## config.mk

```make
export PLATFORM = sky130hd
export DESIGN_NAME = stepper_axis_driver
export DESIGN_NICKNAME = d
export VERILOG_FILES = /design/src/rtl/stepper_axis_driver.sv
export SDC_FILE = /design/constraint.sdc
export NUM_CORES = 1
export LEC_CHECK = 0
export ABC_AREA = 1
export ABC_CLOCK_PERIOD_IN_PS = 6650
export BUFFER_PORTS_ARGS = -buffer_cell sky130_fd_sc_hd__buf_2
export CAP_MARGIN = 20
export CORE_UTILIZATION = 47
export CTS_CLUSTER_DIAMETER = 80
export DETAILED_ROUTE_END_ITERATION = 12
export GPL_TIMING_DRIVEN = 0
export HOLD_SLACK_MARGIN = 0.06
export PLACE_DENSITY = 0.73
export SYNTH_ARGS = -nofsm -noshare
export SYNTH_HDL_FRONTEND = slang
export SYNTH_SLANG_ARGS = --single-unit
```

## constraint.sdc

```tcl
create_clock -name clock -period 6.65 [get_ports clock]
set_clock_uncertainty 0.05 [all_clocks]
set_input_delay 0.9975 -clock clock [delete_from_list [all_inputs] [get_ports clock]]
set_output_delay 0.9975 -clock clock [all_outputs]
set_load 0.01 [all_outputs]
```

## src/rtl/stepper_axis_driver.sv

```systemverilog
// Per-axis stepper pulse generator: a phase accumulator requests steps, and a small FSM
// shapes STEP/DIR with setup and pulse timing while tracking a limited absolute position.
module stepper_axis_driver #(
  parameter int ACC_W         = 24,
  parameter int SPEED_W       = 16,
  parameter int PULSE_CYC     = 100,
  parameter int DIR_SETUP_CYC = 50,
  parameter int POS_MIN       = -100000,
  parameter int POS_MAX       = 100000
) (
  input  logic        clock,
  input  logic        ctrl_reset,
  input  logic        enable,
  input  logic [31:0] speed,
  input  logic [31:0] direction,
  input  logic        zero_pos,
  output logic        step_out,
  output logic        dir_out,
  output logic [31:0] position,
  output logic        busy,
  output logic        at_limit
);

  typedef enum logic [1:0] {IDLE, SETUP, HIGH, LOW} StepState;

  localparam int CNT_MAX = (PULSE_CYC > DIR_SETUP_CYC) ? PULSE_CYC : DIR_SETUP_CYC;
  localparam int CNT_W   = $clog2(CNT_MAX + 1);
  localparam logic [CNT_W-1:0] PULSE_LOAD = CNT_W'(PULSE_CYC - 1);
  localparam logic [CNT_W-1:0] SETUP_LOAD = CNT_W'(DIR_SETUP_CYC - 1);

  StepState         state;
  StepState         nextState;
  logic [CNT_W-1:0] cnt;
  logic [ACC_W-1:0] acc;
  logic             pending;
  logic [ACC_W:0]   speedExt;
  logic [ACC_W:0]   accSum;
  logic             carry;
  logic             reqDir;
  logic signed [31:0] posSigned;
  logic             limitHit;
  logic             decide;
  logic             enterHigh;
  logic             enterSetup;

  if (SPEED_W < 32) begin : genUnusedSpeed
    logic unusedSpeedBits;
    assign unusedSpeedBits = ^speed[31:SPEED_W];
  end

  assign speedExt   = (ACC_W + 1)'(speed[SPEED_W-1:0]);
  assign accSum     = {1'b0, acc} + speedExt;
  assign carry      = accSum[ACC_W];
  assign reqDir     = |direction;
  assign posSigned  = position;
  assign limitHit   = reqDir ? (posSigned >= POS_MAX) : (posSigned <= POS_MIN);
  assign decide     = (state == IDLE) && pending;
  assign enterHigh  = (state != HIGH) && (nextState == HIGH);
  assign enterSetup = (state == IDLE) && (nextState == SETUP);

  // State register
  always_ff @(posedge clock or posedge ctrl_reset) begin
    if (ctrl_reset) state <= IDLE;
    else            state <= nextState;
  end

  // Next-state logic; the IDLE decision consumes one pending request
  always_comb begin
    nextState = state;
    case (state)
      IDLE: begin
        if (pending && !limitHit) nextState = (reqDir != dir_out) ? SETUP : HIGH;
      end
      SETUP:   if (cnt == '0) nextState = HIGH;
      HIGH:    if (cnt == '0) nextState = LOW;
      LOW:     if (cnt == '0) nextState = IDLE;
      default: nextState = IDLE;
    endcase
  end

  // Output logic
  always_comb begin
    step_out = (state == HIGH);
    busy     = (state != IDLE);
  end

  // Dwell counter reloads on every state change and counts down to zero
  always_ff @(posedge clock or posedge ctrl_reset) begin
    if (ctrl_reset) begin
      cnt <= '0;
    end else if (nextState != state) begin
      case (nextState)
        SETUP:     cnt <= SETUP_LOAD;
        HIGH, LOW: cnt <= PULSE_LOAD;
        default:   cnt <= '0;
      endcase
    end else if (cnt != '0) begin
      cnt <= cnt - 1'b1;
    end
  end

  // A carry arriving while a request is already pending (or being consumed) is dropped
  always_ff @(posedge clock or posedge ctrl_reset) begin
    if (ctrl_reset) begin
      acc     <= '0;
      pending <= 1'b0;
    end else if (!enable) begin
      acc     <= '0;
      pending <= 1'b0;
    end else begin
      acc <= accSum[ACC_W-1:0];
      if (decide)     pending <= 1'b0;
      else if (carry) pending <= 1'b1;
    end
  end

  // Direction, position and limit flag; zero_pos overrides a simultaneous step
  always_ff @(posedge clock or posedge ctrl_reset) begin
    if (ctrl_reset) begin
      dir_out  <= 1'b0;
      position <= '0;
      at_limit <= 1'b0;
    end else begin
      if (enterSetup) dir_out <= reqDir;
      if (zero_pos) begin
        position <= '0;
      end else if (enterHigh) begin
        position <= dir_out ? position + 32'd1 : position - 32'd1;
      end
      if (zero_pos)                at_limit <= 1'b0;
      else if (decide && limitHit) at_limit <= 1'b1;
      else if (enterHigh)          at_limit <= 1'b0;
    end
  end

endmodule

```

==> metrics, run 1 <==
run status=complete, no violations; fraction of registers with async set/reset=1.00; fin nets=1054; post-synthesis sequential area ratio=0.293; GR peak layer=met2; Psw=366 uW; Most used DFF post-synth=dfrtp_1; RSZ-0062 raised after global routing=false; PD cells=177 nW/um^2; fillcell total=1215; htree depth=3; Max-Cap Viols=0; Core Rows=40; Post-Place Cells=1072; clk sink count=68; GR Util All Layers=0.259; TritonCTS clock tree=done; Core Region=12000 sq um; Non-Filler Instances=1088; met1 usage=0.334; initial DRC count=386; total chip power=1.19 mW; final WL=15.6 mm; Lkg Pwr=3.42 nW; maximum vdd ir drop=130 uV; Final Hold Viols=0; CTS clk-pin slew, worst paths=0.05 ns; Worst setup SP type=flip-flop; WHS=0.452 ns; met3 GRT Util=0.0487; library cells used by synthesis=45; port bufs=87; Multi-input gate area=3710 sq um; met2 Use GR=0.431; Final ANT Viol Nets=0; register area=1700 sq um; Post-CTS Hold Buffers=0; Comb pwr share=0.219; Slew Limit Fails=0; per-cell routed wire length=14.3 microns; fmax=0.298 GHz; die footprint=12800 sq um; Int Pwr=824 uW; vias in the first global route=5487; DRC errors left=0; Post-synth EDFFs=0; die span in x=113 microns; Seq pwr share=0.386; first-pass GRT wire length=26.0 mm; clk_lat worst skew=0.35 ns; Post-Synthesis Cells=837; gpl congestion=0.967; clock network power share=0.395; Post-CTS Setup Bufs=0; Rel. slew slack=0.428; Tightest Pin Transition=0.858 ns; yosys warns=0; area grow syn2layout=16.2%; drt pass-1 iters=6; antenna violations before repair=0; placed wire-length estimate=12.1 mm; post-layout util=0.561; Setup CP Type=reg2reg; die height=113 microns; CTS max path bufs=2; GRT overflow=0; n_diodes=0; CP Data Arrival Time=3.54 ns; Resize count post-CTS=0; Vias/cell=5.39; CP Capture Type=flip-flop; # IOs=104; Num CTS Buffers=9; worst-path fanout max=16; Clock Tree Root=clkbuf_16; # setup viols final=0; synthesized area per cell=6.93 sq um; Data required, critical path=6.83 ns; min Tclk post-route=3.36 ns; share of layout cells above drive strength 1=0.163; vias=5869; type of the worst min-delay path=reg2reg; mapped cell area=5800 sq um; Initial Utilization=0.483; Net Sw Frac=0.308; syn_nets=955; #FFs+latches synth=68; pin count of the biggest net entering global routing=69; final setup TNS=0 ns; Period Utilization, post-route=0.505
==> Yosys cell counts, types with 2 or more instances <==
| master | instances | area share |
|---|---|---|
| ha_1 | 48 | 0.10 |
| nor4_1 | 2 | 0.0022 |
| nand2_2 | 15 | 0.016 |
| nand4_1 | 13 | 0.014 |
| o21ai_2 | 8 | 0.012 |
| inv_1 | 77 | 0.050 |
| o22ai_1 | 4 | 0.0043 |
| nor2_2 | 2 | 0.0022 |
| a21o_1 | 5 | 0.0065 |
| nor2_1 | 105 | 0.068 |
| nand2_1 | 198 | 0.13 |
| inv_2 | 2 | 0.0013 |
| or2_2 | 4 | 0.0043 |
| a21oi_1 | 88 | 0.076 |
| nor3_1 | 20 | 0.017 |
| a21boi_0 | 2 | 0.0026 |
| fa_1 | 2 | 0.0069 |
| nand3_1 | 47 | 0.041 |
| o21a_1 | 3 | 0.0039 |
| o21ai_0 | 52 | 0.045 |
| o21ai_1 | 10 | 0.0086 |
| o21bai_1 | 4 | 0.0052 |
| nand3_2 | 3 | 0.0052 |
| o211ai_1 | 2 | 0.0026 |
| nand2_4 | 2 | 0.0039 |
| buf_6 | 4 | 0.0078 |
| dfrtp_1 | 68 | 0.29 |
| xnor2_1 | 15 | 0.023 |
| a31oi_1 | 5 | 0.0054 |
| xor2_1 | 11 | 0.017 |
| a211oi_1 | 2 | 0.0026 |
==> placed cells by master (no fill, tap or decap), types with 3 or more instances in the layout <==
cell type / Yosys / routed
xnor2_1: 15 / 15
nand2_1: 198 / 198
o21ai_1: 10 / 10
o21ai_0: 52 / 52
xor2_1: 11 / 11
or2_2: 4 / 4
clkbuf_16: 0 / 9
clkbuf_8: 0 / 3
nand3_1: 47 / 47
o22ai_1: 4 / 4
dfrtp_1: 68 / 68
buf_2: 0 / 87
nor2_1: 105 / 105
nand4_1: 13 / 13
ha_1: 48 / 48
a21oi_1: 88 / 88
o21bai_1: 4 / 4
inv_1: 77 / 76
o21a_1: 3 / 3
nand3_2: 3 / 3
nand2_2: 15 / 15
buf_6: 4 / 4
o21ai_2: 8 / 8
a31oi_1: 5 / 5
clkinv_2: 0 / 3
a21o_1: 5 / 5
nor3_1: 20 / 20
==> layout make-up <==
cell class | count | area share
Timing Repair Buffer | 88 | 0.0687
Tap cell | 147 | 0.0273
Multi-Input combinational cell | 679 | 0.551
Clock buffer | 12 | 0.0396
Buffer | 9 | 0.0119
Clock inverter | 4 | 0.00334
Inverter | 81 | 0.0459
Sequential cell | 68 | 0.253
==> logic make-up (layout without fill, tap and decap cells) <==
| group | count (synthesis) | in the layout | synth area share |
|---|---|---|---|
| AND/OR/NAND/NOR | 416 | 416 | 0.313 |
| buffers and inverters | 90 | 194 | 0.0667 |
| flip-flops | 68 | 68 | 0.293 |
| AO/OA/AOI/OAI | 187 | 187 | 0.177 |
| XOR/XNOR | 26 | 26 | 0.0393 |
| adder cells (fa/ha/maj) | 50 | 50 | 0.110 |
==> stage by stage <==
step | cell area, sq um | setup WS [ns]
detailed placement | 6450 | 3.33
global route | 6740 | 3.10
floorplan | 5800 | 3.85
global placement | 6420 | 2.92
CTS | 6740 | 3.30
finish | 6740 | 3.29
==> final timing paths <==
kind	from	endpoint	slack [ns]	cells after the start
worst max-delay path	dir_out$_DFFE_PP0P_	position[18]$_DFFE_PP0P_	3.29	10
worst min-delay path	at_limit$_DFFE_PP0P_	at_limit$_DFFE_PP0P_	0.45	2
worst max register to register	dir_out$_DFFE_PP0P_	position[18]$_DFFE_PP0P_	3.29	10
worst min register to register	at_limit$_DFFE_PP0P_	at_limit$_DFFE_PP0P_	0.45	2
max in group asynchronous	ctrl_reset	cnt[2]$_DFFE_PP0P_	5.20	2
min in group asynchronous	ctrl_reset	acc[10]$_DFF_PP0_	0.78	2
==> routing by layer <==
metal | routed length (microns) | vias up
li1 | - | 3007
met1 | 7140 | 2670
met2 | 7210 | 163
met3 | 846 | 29
met4 | 361 | 0
met5 | 0 | -
==> power groups by stage <==
stage / Clock, mW / Combinational, mW / Sequential (mW)
2_1_floorplan: 0 / 0.196 / 0.464
3_3_place_gp: 0 / 0.255 / 0.466
3_5_place_dp: 0 / 0.258 / 0.467
4_1_cts: 0.478 / 0.261 / 0.459
5_1_grt: 0.492 / 0.302 / 0.462
6_report: 0.470 / 0.260 / 0.459
==> critical path, cell delays in order, from the launching register on <==
cell     delay (ns)
dfrtp_1        0.55
inv_1          0.42
buf_16         0.29
ha_1           0.36
a21oi_1        0.19
o21ai_0        0.15
a21oi_1        0.38
o21ai_0        0.26
a21oi_1        0.30
xor2_1         0.22
o21ai_2        0.06
==> flip-flops by register name, indices dropped and copies added (netlist names) <==
signal and cells:
position 32, acc 24, cnt 7, state 2, at_limit 1, dir_out 1
pending 1
Note: power is estimated with default switching activity, not from simulation.
==> run 2: changes to the inputs <==
ABC_CLOCK_PERIOD_IN_PS = 2800   (was 6650)
PLACE_DENSITY = 0.76   (was 0.73)
clock period = 2.8 ns   (was 6.65 ns; I/O delays follow)
==> run 2 against run 1 <==
Compared with the run above: clock power up 150%; hold slack worse by 0.25 ns; sequential share of layout area fell by 0.44 points; sequential power up 140%; combinational power grew 140%; register-to-register slack worse by 3.2 ns; routed wire length rose by 1.9%; non-clock buffer count grew 9; worst setup slack got worse by 3.2 ns; sequential cell count is the same; largest power group unchanged.
==> metrics, run 2 (synthesis results as in run 1) <==
Max-Cap Viols=0 (unchanged); worst-path fanout max=6 (-10); CP Capture Type=flip-flop; die footprint=12800 sq um (unchanged); Vias/cell=5.43 (+0.59%); Core Region=12000 sq um (unchanged); Slew Limit Fails=0 (unchanged); share of layout cells above drive strength 1=0.185 (+0.0225); fmax=0.372 GHz (+25%); clk_lat worst skew=0.35 ns (about the same); wire length on met2=7.19 mm (-0.28%); Data required, critical path=2.98 ns (-3.85 ns); run status=complete, no violations; maximum vdd ir drop=256 uV (+97%); Core Rows=40 (unchanged); Crit path largest cell delay=0.44 ns (-0.11 ns); clk sink count=68 (unchanged); final WL=15.8 mm (+1.9%); initial DRC count=464 (+20%); Period Utilization, post-route=0.960 (+0.455); port bufs=87 (unchanged); die span in x=113 microns (unchanged); Tightest Pin Transition=0.846 ns (-0.0116 ns); met3 wire len=942 microns (+11%); commonest cells after routing, fill and taps aside=nand2_1 (196), nor2_1 (104), buf_2 (87); per-cell routed wire length=14.4 microns (+0.93%); first-pass GRT wire length=26.4 mm (+1.4%); Final ANT Viol Nets=0 (unchanged); PD cells=422 nW/um^2 (+140%); CTS clk-pin slew, worst paths=0.06 ns (about the same); GR Util All Layers=0.262 (+0.00315); M1 WL=7.23 mm (+1.3%); antenna violations before repair=0 (unchanged); Num CTS Buffers=9 (unchanged); min Tclk post-route=2.69 ns (-0.669 ns); fin nets=1064 (+0.95%); Post-Place Cells=1071 (-0.093%); vias in the first global route=5649 (+3.0%); gpl congestion=0.959 (-0.81%); # IOs=104 (unchanged); CTS max path bufs=2 (unchanged); CP cell instances=buf_4 > clkinvlp_4 > buf_4 > ha_1 > a21oi_1 > o21ai_0 > o21bai_1 > a21oi_1 > nor2_1 > nor2_1 > xor2_1 > o21ai_1; CP Data Arrival Time=2.87 ns (-0.67 ns); htree depth=3 (unchanged); max reg flops=32 (unchanged); type of the worst min-delay path=in2async; Rel. slew slack=0.436 (+0.00771); TritonCTS clock tree=done; fillcell total=1176 (-3.2%); vias=5958 (+1.5%); n_diodes=0 (unchanged); GRT overflow=0 (unchanged); DRC errors left=0 (unchanged); Critical Path Slowest Stage Cell=dfrtp_2; # setup viols final=0 (unchanged); pin count of the biggest net entering global routing=69 (unchanged); Worst setup SP type=flip-flop; commonest non-fill, non-tap cell in the layout=nand2_1; Lkg Pwr=3.45 nW (+0.82%); Biggest register=position; WHS=0.199 ns (-0.253 ns); Final Hold Viols=0 (unchanged); top flop regs=position x32, acc x24, cnt x7; area grow syn2layout=18.3%; Clock Tree Root=clkbuf_16; Non-Filler Instances=1098 (+0.92%); Setup CP Type=reg2reg; drt pass-1 iters=5 (-1); RSZ-0062 raised after global routing=true; placed wire-length estimate=12.0 mm (-0.48%); uppermost layer routed=met4; Initial Utilization=0.483 (unchanged); die height=113 microns (unchanged)
-- run 2: cell types whose count changed in the layout (fill, tap and decap cells not counted), moves of 3 or more --
cell / before / now
a21oi_1: 88 / 83
a21oi_2: 1 / 6
buf_4: 1 / 10
clkbuf_8: 3 / 0
clkinvlp_4: 1 / 5
o21ai_0: 52 / 49
-- run 2: final cells by class --
type	count	area [sq um]	area share
Buffer	9	80.1	0.0117
Timing Repair Buffer	97	523	0.0762
Tap cell	147	184	0.0268
Multi-Input combinational cell	679	3750	0.547
Clock inverter	7	75.1	0.0109
Clock buffer	9	225	0.0328
Timing Repair inverter	1	7.51	0.00109
Sequential cell	68	1700	0.248
Inverter	81	313	0.0456
-- run 2: where the power goes --
group | leakage, nW | internal, mW | total (mW) | switching [mW]
combinational | 2.41 | 0.231 | 0.626 | 0.395
sequential | 0.904 | 1.06 | 1.09 | 0.0365
clock | 0.138 | 0.692 | 1.17 | 0.482
total | 3.45 | 1.98 | 2.89 | 0.913
-- run 2: metal layers --
layer  GRT usage  vias up
met2       0.431      195
met1       0.340     2691
li1            -     3036
met5           0        -
met4       0.117        0
met3      0.0439       36
-- run 2: path summary, 6_finish.rpt --
path / from / end / slack (ns) / cells past startpoint
max in group asynchronous: ctrl_reset / dir_out$_DFFE_PP0P_ / 1.90 / 2
max: dir_out$_DFFE_PP0P_ / position[20]$_DFFE_PP0P_ / 0.11 / 12
min: ctrl_reset / position[6]$_DFFE_PP0P_ / 0.20 / 2
max reg2reg: dir_out$_DFFE_PP0P_ / position[20]$_DFFE_PP0P_ / 0.11 / 12
min reg2reg: at_limit$_DFFE_PP0P_ / at_limit$_DFFE_PP0P_ / 0.47 / 2
min in group clock: enable / acc[7]$_DFF_PP0_ / 0.31 / 3
-- run 2: repair_timing --
item,CTS,global route
hold buffers,0,0
setup endpoints to repair,27,7
buffers inserted,10,0
gates cloned,1,0
gates resized for setup,5,12
pin swaps,0,1
-- run 2: through the flow --
step	setup TNS [ns]	setup slack [ns]	instance area, sq um	util	power (mW)
final	0	0.111	6860	0.571	2.89
after global routing	-0.0434	-0.0289	6860	0.571	3.06
after CTS	0	0.111	6830	0.568	2.92
after detailed placement	-10.32	-0.736	6420	0.535	1.73
after global placement	-33.68	-0.756	6420	0.534	1.71
after floorplan	0	0.00186	5800	-	1.57
-- run 2: critical path, delay by kind of cell (launching register included) --
kind	cells	cell delay, ns
buf+inv	3	0.41
simple gates	2	0.29
xor+xnor	1	0.19
fa+ha+maj	1	0.36
flops	1	0.44
compound gates	5	0.81
==> run 3: changes to the inputs <==
ABC_AREA = default   (was 1)
==> run 3 against run 2 <==
Compared with the run above: the run now ends with negative setup slack left; combinational power rose by 21%; die area fell by 7.4%; sequential share of layout area fell by 1.5 points; register-to-register slack got worse by 0.27 ns; cell count fell by 17%; non-clock buffer count rose by 43; power rose by 5.4%.
==> metrics, run 3 <==
run status=finished with violations; failing checks=negative setup slack; maximum vdd ir drop=406 uV (+59%); Seq pwr share=0.363 (-0.015); ranking of synthesized cells by area=dfrtp_1 (32%), ha_1 (11%), nand2_1 (4.9%); clock network power share=0.389 (-0.017); final WL=17.3 mm (+9.3%); commonest non-fill, non-tap cell in the layout=buf_2; yosys warns=0 (unchanged); share of layout cells above drive strength 1=0.318 (+0.133); PD cells=417 nW/um^2 (-1.2%); top cell type's share of synthesized area=0.317 (+0.0240); max reg flops=32 (unchanged); Comb pwr share=0.248 (+0.032); syn_nets=744 (-22%); first-pass GRT wire length=26.5 mm (+0.44%); Clock Tree Root=clkbuf_16; die footprint=11800 sq um (-7.4%); #FFs+latches synth=68 (unchanged); Psw=904 uW (-0.93%); CTS max path bufs=2 (unchanged); die span in x=109 microns (-3.8%); TritonCTS clock tree=done; Core Region=11000 sq um (-8.6%); fillcell total=835 (-29%); Slew Limit Fails=0 (unchanged); Worst setup SP type=flip-flop; Initial Utilization=0.488 (+0.00534); uppermost layer routed=met4; library cells used by synthesis=61 (+36%); Tightest Pin Transition=0.898 ns (+0.0517 ns); Rel. slew slack=0.402 (-0.0344); top flop regs=position x32, acc x24, cnt x7; Setup CP Type=reg2reg; post-layout util=0.667 (+0.0953); met3 wire len=1.14 mm (+21%); mapped cell area=5360 sq um (-7.6%); placed wire-length estimate=10.8 mm (-11%); most common library cells after synthesis=nand2_1 (70), dfrtp_1 (68), a21oi_1 (51); Post-Synthesis Cells=626 (-25%); initial DRC count=512 (+10%); Vias/cell=6.21 (+14%); # setup viols final=12 (+12); worst-path fanout max=6 (unchanged); Post-CTS Hold Buffers=0 (unchanged); post-synthesis sequential area ratio=0.317 (+0.0240); Finished Cell Area=7320 sq um (+6.7%); fraction of registers with async set/reset=1.00 (unchanged); CP Capture Type=flip-flop; clk_lat worst skew=0.34 ns (about the same); Post-Place Cells=852 (-20%); M1 WL=7.12 mm (-1.4%); fmax=0.337 GHz (-9.3%); CTS clk-pin slew, worst paths=0.06 ns (about the same); Num CTS Buffers=9 (unchanged); Period Utilization, post-route=1.06 (+0.0981); Non-Filler Instances=916 (-17%); gpl congestion=0.917 (-4.4%); CP Data Arrival Time=3.14 ns (+0.27 ns); drt pass-1 iters=6 (+1); Yosys top cell by area=dfrtp_1; Core Rows=38 (-5.0%); PnR worst setup slack=-0.164 ns (-0.275 ns); Lkg Pwr=3.38 nW (-1.8%); wire length on met2=8.44 mm (+17%); vias in the first global route=5434 (-3.8%); htree depth=3 (unchanged); Post-synth EDFFs=0 (unchanged); synthesized area per cell=8.56 sq um (+24%); vias=5691 (-4.5%); commonest cells after routing, fill and taps aside=buf_2 (86), nand2_1 (68), dfrtp_1 (66); Setup Slack @ Placement=-1.27 ns (-0.538 ns); GR Util All Layers=0.287 (+0.0250); RSZ-0062 raised after global routing=true; min Tclk post-route=2.96 ns (+0.275 ns); Biggest register=position; port bufs=86 (-1.1%); area grow syn2layout=36.5%; Final Hold Viols=0 (unchanged); Final ANT Viol Nets=0 (unchanged); GRT overflow=0 (unchanged); DRC errors left=0 (unchanged); Data required, critical path=2.98 ns (about the same); Max-Cap Viols=0 (unchanged); Int Pwr=2.15 mW (+8.3%); post-place instance area=6070 sq um (-5.4%); per-cell routed wire length=18.9 microns (+31%); total chip power=3.05 mW (+5.4%); fin nets=889 (-16%); pin count of the biggest net entering global routing=69 (unchanged); # IOs=104 (unchanged); Most used DFF post-synth=dfrtp_1; n_diodes=0 (unchanged); Net Sw Frac=0.296 (-0.0189); die height=109 microns (-3.8%); antenna violations before repair=0 (unchanged); type of the worst min-delay path=in2async; most frequent cell after synthesis=nand2_1; clk sink count=68 (unchanged)
run 3: cell types whose count changed in the layout (fill, tap and decap cells not counted), sizes merged, moves of 12 or more:
cell	before	now
inv	80	12
nor4	2	15
nand3	51	24
nand3b	1	17
o21ai	70	35
a21o	5	17
nor2	108	40
nand2b	0	17
a21oi	89	51
buf	104	140
nand2	216	70
run 3: path summary, 6_finish.rpt:
check                                    start                  endpoint  slack (ns)  cells past startpoint
hold reg to reg              acc[16]$_DFF_PP0_         acc[16]$_DFF_PP0_        0.50                      2
setup / recovery           dir_out$_DFFE_PP0P_  position[31]$_DFFE_PP0P_       -0.16                     12
setup reg to reg           dir_out$_DFFE_PP0P_  position[31]$_DFFE_PP0P_       -0.16                     12
min in group clock                    speed[0]          acc[0]$_DFF_PP0_        0.40                      3
max in group asynchronous           ctrl_reset  position[17]$_DFFE_PP0P_        1.83                      2
hold / removal                      ctrl_reset         acc[17]$_DFF_PP0_        0.21                      2
run 3: cell families (layout without fill, tap and decap cells):
group / Yosys count / after routing / synth area share
simple gates: 268 / 268 / 0.266
mux: 9 / 9 / 0.0170
buf+inv: 30 / 180 / 0.0226
fa+ha+maj: 50 / 50 / 0.119
compound gates: 170 / 170 / 0.207
flops: 68 / 68 / 0.317
xor+xnor: 31 / 31 / 0.0506
run 3: repair_timing:
action / CTS / global route
cloned: 3 / 0
setup buffers: 31 / 15
pin swaps: 28 / 37
gates resized for setup: 70 / 48
setup endpoints to repair: 41 / 42
run 3: area by class of cell:
| type | count | area (sq um) | share of cell area |
|---|---|---|---|
| Multi-Input combinational cell | 528 | 4110 | 0.561 |
| Sequential cell | 68 | 1700 | 0.233 |
| Timing Repair Buffer | 133 | 852 | 0.116 |
| Clock buffer | 13 | 260 | 0.0355 |
| Tap cell | 140 | 175 | 0.0239 |
| Buffer | 16 | 105 | 0.0144 |
| Inverter | 14 | 62.6 | 0.00855 |
| Clock inverter | 3 | 45.0 | 0.00615 |
| Timing Repair inverter | 1 | 7.51 | 0.00103 |
run 3: stage by stage:
step                      hold WS, ns  TNS (ns)
after floorplan                 0.458     -5.37
after global placement          0.474    -43.98
after detailed placement        0.494    -24.79
after CTS                       0.260    -0.223
after global routing            0.322     -1.86
final                           0.210    -0.635
run 3: per-layer routing:
metal,up-vias,track usage
li1,2637,-
met2,256,0.492
met3,55,0.0544
met1,2743,0.358
met5,-,0
met4,0,0.107
run 3: power by group through the flow:
stage	registers (mW)	logic, mW	clock network, mW
after CTS	1.11	0.728	1.18
after global placement	1.12	0.682	0
after detailed placement	1.12	0.708	0
after global routing	1.12	0.850	1.23
final	1.11	0.755	1.19
after floorplan	1.11	0.558	0
run 3: worst max-delay path: stages (launching register included):
cell        delay [ns]
dfrtp_2           0.41
buf_6             0.15
clkinvlp_4        0.09
buf_4             0.16
buf_4             0.15
ha_1              0.40
a21o_1            0.21
nand2_1           0.12
nand2b_1          0.17
o41ai_2           0.25
a31o_2            0.16
mux2i_1           0.19
mux2_2            0.35
